**src/rtl/div_unit.sv**
```systemverilog
// Multi-cycle radix-2 restoring divider for DIV/DIVU.
// Produces {remainder, quotient}. Supports divide-by-zero short-cut and annul.
module div_unit #(
  parameter int WIDTH = 32
) (
  input  logic               clk,
  input  logic               rst,
  input  logic               signed_div_i,
  input  logic [WIDTH-1:0]   opdata1_i,
  input  logic [WIDTH-1:0]   opdata2_i,
  input  logic               start_i,
  input  logic               annul_i,
  output logic [2*WIDTH-1:0] result_o,
  output logic               ready_o
);

  localparam int CW = $clog2(WIDTH) + 1;

  typedef enum logic [1:0] {
    S_FREE   = 2'd0,
    S_BYZERO = 2'd1,
    S_ON     = 2'd2,
    S_END    = 2'd3
  } state_t;

  state_t               r_state;
  state_t               w_state_next;
  logic [CW-1:0]        r_cnt;
  logic [CW-1:0]        w_cnt_next;
  logic [2*WIDTH:0]     r_dvd;
  logic [2*WIDTH:0]     w_dvd_next;
  logic [WIDTH-1:0]     r_divisor;
  logic [WIDTH-1:0]     w_divisor_next;
  logic                 r_neg_quot;
  logic                 w_neg_quot_next;
  logic                 r_neg_rem;
  logic                 w_neg_rem_next;
  logic [2*WIDTH-1:0]   r_result;
  logic [2*WIDTH-1:0]   w_result_next;
  logic                 r_ready;
  logic                 w_ready_next;

  logic [WIDTH-1:0]     w_op1_mag;
  logic [WIDTH-1:0]     w_op2_mag;
  logic [WIDTH:0]       w_trial;
  logic [WIDTH-1:0]     w_quot_fix;
  logic [WIDTH-1:0]     w_rem_fix;

  assign w_op1_mag  = (signed_div_i && opdata1_i[WIDTH-1]) ? -opdata1_i : opdata1_i;
  assign w_op2_mag  = (signed_div_i && opdata2_i[WIDTH-1]) ? -opdata2_i : opdata2_i;
  assign w_trial    = {1'b0, r_dvd[2*WIDTH-1:WIDTH]} - {1'b0, r_divisor};
  assign w_quot_fix = r_neg_quot ? -r_dvd[WIDTH-1:0] : r_dvd[WIDTH-1:0];
  assign w_rem_fix  = r_neg_rem ? -r_dvd[2*WIDTH:WIDTH+1] : r_dvd[2*WIDTH:WIDTH+1];

  always_comb begin
    w_state_next    = r_state;
    w_cnt_next      = r_cnt;
    w_dvd_next      = r_dvd;
    w_divisor_next  = r_divisor;
    w_neg_quot_next = r_neg_quot;
    w_neg_rem_next  = r_neg_rem;
    w_result_next   = r_result;
    w_ready_next    = r_ready;

    case (r_state)
      S_FREE: begin
        w_result_next = '0;
        w_ready_next  = 1'b0;
        if (start_i && !annul_i) begin
          w_cnt_next = '0;
          if (opdata2_i == '0) begin
            w_state_next = S_BYZERO;
          end else begin
            w_state_next    = S_ON;
            w_dvd_next      = {{WIDTH{1'b0}}, w_op1_mag, 1'b0};
            w_divisor_next  = w_op2_mag;
            // Sign bits are captured here so later operand changes cannot affect the fix-up.
            w_neg_quot_next = signed_div_i & (opdata1_i[WIDTH-1] ^ opdata2_i[WIDTH-1]);
            w_neg_rem_next  = signed_div_i & opdata1_i[WIDTH-1];
          end
        end
      end

      S_BYZERO: begin
        // Two edges in this state so a zero divisor reports ready after start edge + 2.
        if (r_cnt == '0) begin
          w_cnt_next = CW'(1);
        end else begin
          w_state_next  = S_END;
          w_cnt_next    = '0;
          w_result_next = '0;
          w_ready_next  = 1'b1;
        end
      end

      S_ON: begin
        if (annul_i) begin
          w_state_next  = S_FREE;
          w_cnt_next    = '0;
          w_result_next = '0;
          w_ready_next  = 1'b0;
        end else if (r_cnt != CW'(WIDTH)) begin
          if (w_trial[WIDTH]) begin
            w_dvd_next = {r_dvd[2*WIDTH-1:0], 1'b0};
          end else begin
            w_dvd_next = {w_trial[WIDTH-1:0], r_dvd[WIDTH-1:0], 1'b1};
          end
          w_cnt_next = r_cnt + CW'(1);
        end else begin
          w_state_next  = S_END;
          w_cnt_next    = '0;
          w_result_next = {w_rem_fix, w_quot_fix};
          w_ready_next  = 1'b1;
        end
      end

      S_END: begin
        if (!start_i) begin
          w_state_next  = S_FREE;
          w_result_next = '0;
          w_ready_next  = 1'b0;
        end
      end

      default: begin
        w_state_next = S_FREE;
      end
    endcase
  end

  always_ff @(posedge clk) begin
    if (!rst) begin
      r_state    <= S_FREE;
      r_cnt      <= '0;
      r_dvd      <= '0;
      r_divisor  <= '0;
      r_neg_quot <= 1'b0;
      r_neg_rem  <= 1'b0;
      r_result   <= '0;
      r_ready    <= 1'b0;
    end else begin
      r_state    <= w_state_next;
      r_cnt      <= w_cnt_next;
      r_dvd      <= w_dvd_next;
      r_divisor  <= w_divisor_next;
      r_neg_quot <= w_neg_quot_next;
      r_neg_rem  <= w_neg_rem_next;
      r_result   <= w_result_next;
      r_ready    <= w_ready_next;
    end
  end

  assign result_o = r_result;
  assign ready_o  = r_ready;

endmodule
```
**config.mk**
```make
export PLATFORM = sky130hd
export DESIGN_NAME = div_unit
export DESIGN_NICKNAME = d
export VERILOG_FILES = /design/src/rtl/div_unit.sv
export SDC_FILE = /design/constraint.sdc
export NUM_CORES = 1
export LEC_CHECK = 0
export ABC_AREA = 1
export CORE_MARGIN = 8
export CORE_UTILIZATION = 54
export CTS_BUF_LIST = sky130_fd_sc_hd__clkbuf_2
export CTS_CLUSTER_DIAMETER = 200
export CTS_CLUSTER_SIZE = 10
export DETAILED_ROUTE_END_ITERATION = 10
export PLACE_DENSITY = 0.79
export SLEW_MARGIN = 20
export SYNTH_ARGS = -nofsm -noshare
export SYNTH_HDL_FRONTEND = slang
export SYNTH_SLANG_ARGS = --single-unit
```
**constraint.sdc**
```tcl
create_clock -name clk -period 2.01 [get_ports clk]
set_input_delay 0.3015 -clock clk [delete_from_list [all_inputs] [get_ports clk]]
set_output_delay 0.3015 -clock clk [all_outputs]
set_load 0.01 [all_outputs]
```
After elaboration in Yosys (flattened, before gate mapping)
Cells that the tools add are included.
{ "totals": {"regBits": 172, "input_bits": 69, "output_inout_bits": 65, "wordCells": 75} }
{ "classes": {"add_sub_neg": 6, "n_eq_ne": 11, "muxes": 32, "bitwise": 4, "reduce_logical": 14} }
{ "op_table": {"columns": ["op", "count"], "rows": [
  ["65-bit two-way mux", 5],
  ["64-bit two-way mux", 4],
  ["64-bit one-hot mux with 4 select lines", 1],
  ["65-bit one-hot mux with 2 select lines", 1],
  ["32-bit two-way mux", 4],
  ["32-bit negation", 4],
  ["32-bit by 32-bit subtractor with 33-bit output", 1],
  ["32-bit logical NOT", 1],
  ["6-bit two-way mux", 3],
  ["6-bit one-hot mux with 3 select lines", 1],
  ["2-bit two-way mux", 6],
  ["2-bit inequality test (second input constant)", 6],
  ["2-bit one-hot mux with 4 select lines", 1],
  ["6-bit by 1-bit adder with 6-bit output (second input constant)", 1],
  ["6-bit logical NOT", 1],
  ["6-bit inequality test (second input constant)", 1],
  ["3-bit AND reduction", 2],
  ["1-bit two-way mux", 5],
  ["5-bit AND reduction", 1],
  ["2-bit == test (second input constant)", 2],
  ["1-bit one-hot mux with 4 select lines", 1],
  ["4-bit AND reduction", 1],
  ["1-bit logical AND", 3],
  ["3-bit inequality test (second input constant)", 1],
  ["9 further kinds", 10]
]} }

Depth between registers and ports, before layout
{ "logic_depth": {"ltp_word": 5, "ltp_mapped": 17, "ltp_nobuf": 16} }

Worst setup path before layout
OpenSTA, ideal clock, no wires.
{ "synth_path": {"path_kind": "reg-to-reg", "from": "register r_dvd[32]", "to": "register r_dvd[49]", "setup_time_ps": 132, "arrival_ps": 2022, "required_ps": 1878, "path_slack_ps": -144, "path_stages_with_launch": 17, "n_path_buf": 1, "period_less_slack_ps": 2154, "path_cell_list": "dfxtp_1 -> inv_1 -> ha_1 -> fa_1 -> inv_1 -> nand2_1 -> nand2_1 -> nand3b_1 -> nand2_1 -> nand2_1 -> nand2_1 -> nand2_2 -> nand2_2 -> buf_2 -> nand3_1 -> nand3_1 -> a21oi_1"} }
{ "synth_between": {"elab_chain_cells": 5} }
{ "synth_lines": {"columns": ["element", "line_no", "rtl"], "rows": [
  ["from (decl)", "30", "logic [2*WIDTH:0] r_dvd;"],
  ["from (signal assigned)", "144", "r_dvd <= w_dvd_next;"],
  ["32-bit by 32-bit subtractor with 33-bit output", "51", "assign w_trial = {1'b0, r_dvd[2*WIDTH-1:WIDTH]} - {1'b0, r_divisor};"],
  ["65-bit two-way mux", "103", "if (w_trial[WIDTH]) begin"],
  ["65-bit two-way mux", "102", "end else if (r_cnt != CW'(WIDTH)) begin"],
  ["65-bit two-way mux", "97", "if (annul_i) begin"],
  ["65-bit one-hot mux with 2 select lines", "65", "case (r_state)"]
]} }
Every way passes these cells. The select of a mux whose other input is x is not followed.
A chain may end at the register's enable or synchronous reset.

Worst setup path in the final report
{ "layout_path": {"from": "register r_dvd[32]", "to": "register r_dvd[33]"} }
{ "layout_between": {"elab_chain_cells": 5} }
{ "layout_lines": {"columns": ["element", "line_no"], "rows": [
  ["32-bit by 32-bit subtractor with 33-bit output", "51"],
  ["65-bit two-way mux *", "103"],
  ["65-bit two-way mux *", "102"],
  ["65-bit two-way mux *", "97"],
  ["65-bit one-hot mux with 2 select lines *", "65"]
]} }
Mark *: on every way between the ends. The rest lies on a longest branch, timed or not. The select of a mux whose other input is x is not followed.

==> run metrics <==
status=complete, but fails checks; violated checks=setup timing; antenna violations before repair=1; Final Routed Wirelength=47300 um; largest family of logic cells by synthesized area=simple AND/OR/NAND/NOR gates; row count=57; DRC=0; Hold Path Class=in -> reg; CP endpoint kind=register; vias in the first global route=15100; register area share after synthesis=26.4%; layout cell share with drive strength beyond 1=22.5%; Worst Setup Start Kind=register; multiplexer share of the synthesized area=0%; most frequent cell after synthesis=nand2_1; Critical Path RT=2.72 ns; Cell variety after synth=44; worst reg-to-reg setup slack=-0.27 ns; normalized max-slew margin=66.6%; vias per inst=5.49; ys flop type=dfxtp_1; core area=24000 um2; # Max-Cap Violations=0; Compound-Gate Fraction of Synth Area=14.5%; global placer's final weighted congestion=0.975; # port buffers=133; ys async rst share=0%; R2R depth=15; Setup crit end=r_dvd[33]; RSZ-0062 raised after global routing=true; worst-path maximum fanout=12; kind of critical path=reg -> reg; fin crit period=2.28 ns; CTS H-tree lvls=4; Post-CTS Hold Fix Bufs=0; syn_area_per_cell=5.85 um2; hpwl dp=35700 um; CTS tree=yes; worst-skew pair later-pin latency=0.79 ns; CTS max path bufs=2; Mapped Cells=2233; wire length per cell=16.0 um; total track usage=30.1%; Final Hold Vio Count=0; Initial Utilization=54.3%; Clk pin slew, worst setup/hold paths=0.31 ns; peak supply drop=0.528 mV; XOR/XNOR share of the synthesized area=4.56%; total power=13.7 mW; die width=171 um; Final WS setup=-0.268 ns; Root Driver=clkbuf_2; Yosys reg bits=172; Fmax achieved=439 MHz; reg2reg start=r_dvd[32]; DIE AREA=29400 um2; ANT nets after route=0; EDFF count, synth=0; Final setup viols=36; first-pass GRT wire length=71600 um; DRT iter0 DRCs=1520; non-filler instance count after layout=2963; WP data arrival=2.99 ns; clk_skew=0.0759 ns; Netlist Area Pre-Place=13100 um2; area leader, netlist=dfxtp_1; Synth area leaders=dfxtp_1, nand2_1, inv_1; final slew viol count=0; YS warnings=0; top cell type's share of synthesized area=26.4%; Pleak=9.06 nW; Synth Area in Adders=4.37%; Overflow after GRT=0; synth cell count leaders=nand2_1, inv_1, nor2_1; nets=2739; CTS Sinks=172; Simple-Gate Fraction of Synth Area=37.8%; Worst Tran Pin Value=0.500 ns; crit path from=r_dvd[32]; TritonCTS buffer count=17; TritonRoute pass-1 iters=6; pin count of the biggest net entering global routing=49; Final Util=75.2%; Die Span Y=171 um; post-synthesis net count=2347; placed cells=2892; reg2reg end=r_dvd[33]; Final Cycle Share=113%; area delta synth->final=38.5%; Pwr Density=759 nW/um2; Vias=16300; IO Pins=134
==> critical path, stage by stage (launching register included) <==
cell	delay (ns)
dfxtp_2	0.41
inv_2	0.06
ha_4	0.15
fa_2	0.33
inv_2	0.08
nand2_4	0.06
nand2_2	0.05
nand3b_1	0.09
nand2_2	0.11
nand2_2	0.09
nand2_4	0.10
nand2_8	0.11
buf_12	0.18
nand3_1	0.09
nand3_1	0.11
a21oi_1	0.18
==> flip-flops by register name, summed over array words and instances, names as in the netlist <==
register    count
r_dvd          65
result_o       64
r_divisor      32
r_cnt           6
r_state         2
r_neg_quot      1
r_neg_rem       1
ready_o         1
==> power by group <==
group	leakage (nW)	switching (mW)	internal, mW
combinational	7.48	4.67	3.09
sequential	1.44	0.314	3.79
clock	0.147	1.43	0.413
==> kinds of logic (layout without fill, tap and decap cells) <==
logic type / after synthesis / count (layout)
AND/OR/NAND/NOR: 1189 / 1191
buffers and inverters: 399 / 802
AO/OA/AOI/OAI: 360 / 360
flip-flops: 172 / 172
XOR/XNOR: 68 / 68
adder cells (fa/ha/maj): 45 / 45
other: 0 / 1
==> per-layer routing <==
layer,global-route usage (%),vias up,share of wire [%]
met5,0,-,0
met4,16.8,0,5.9
met3,4.18,203,7.9
met2,49.8,808,45
met1,37.3,7359,41
li1,-,7899,-
==> area by class of cell <==
type,instances,area [um2]
diodes,1,2.50
clock buffers,18,90.1
clock inverters,14,141
fillers,1990,5950
inverters,323,1230
multi-input cells,1664,8670
flip-flops and latches,172,3560
well taps,324,405
repair buffers,447,3990
==> what timing repair did <==
action	CTS	global route
buffers inserted	8	19
gates resized for setup	167	164
endpoints found under the setup margin	106	102
pin swaps	8	40
gates cloned	2	9
==> metrics by stage <==
step / hold WS (ns) / setup TNS [ns] / worst slack (ns) / instance area, um2
3_3_place_gp: 0.453 / -24.79 / -0.334 / 16700
3_5_place_dp: 0.455 / -34.35 / -0.436 / 16700
4_1_cts: 0.164 / -4.21 / -0.180 / 17100
5_1_grt: 0.169 / -11.65 / -0.412 / 18100
2_1_floorplan: 0.430 / 0 / 0.00240 / 13100
6_report: 0.206 / -6.32 / -0.268 / 18100
==> how the worst min path moves through the flow <==
stage | startpoint | to | cells after the start
5_1_grt | opdata1_i[30] | r_dvd[31] | 5
6_report | opdata1_i[30] | r_dvd[31] | 5
3_5_place_dp | result_o[62] | result_o[62] | 2
4_1_cts | opdata1_i[30] | r_dvd[31] | 5
2_1_floorplan | r_divisor[3] | r_divisor[3] | 2
3_3_place_gp | result_o[54] | result_o[54] | 2
==> cells in the final DEF, fill, tap and decap left out, drive strengths merged, types with 3 or more instances in the layout <==
| master | synthesis | layout |
|---|---|---|
| xnor2 | 14 | 14 |
| or2 | 7 | 7 |
| nand3b | 4 | 4 |
| clkinv | 1 | 6 |
| inv | 322 | 331 |
| dfxtp | 172 | 172 |
| a211oi | 4 | 4 |
| buf | 41 | 308 |
| o211ai | 5 | 5 |
| a31oi | 5 | 5 |
| nand2 | 666 | 668 |
| ha | 44 | 44 |
| nor2 | 238 | 238 |
| o21ai | 110 | 110 |
| o22ai | 7 | 7 |
| xor2 | 54 | 54 |
| nor3 | 13 | 13 |
| nand3 | 231 | 231 |
| dlygate4sd2 | 0 | 65 |
| a21oi | 220 | 220 |
| o21bai | 3 | 3 |
| nor4 | 4 | 4 |
| nand4 | 26 | 26 |
| clkbuf | 35 | 24 |
| clkdlybuf4s50 | 0 | 68 |
Note: power is estimated with default switching activity, not from simulation.
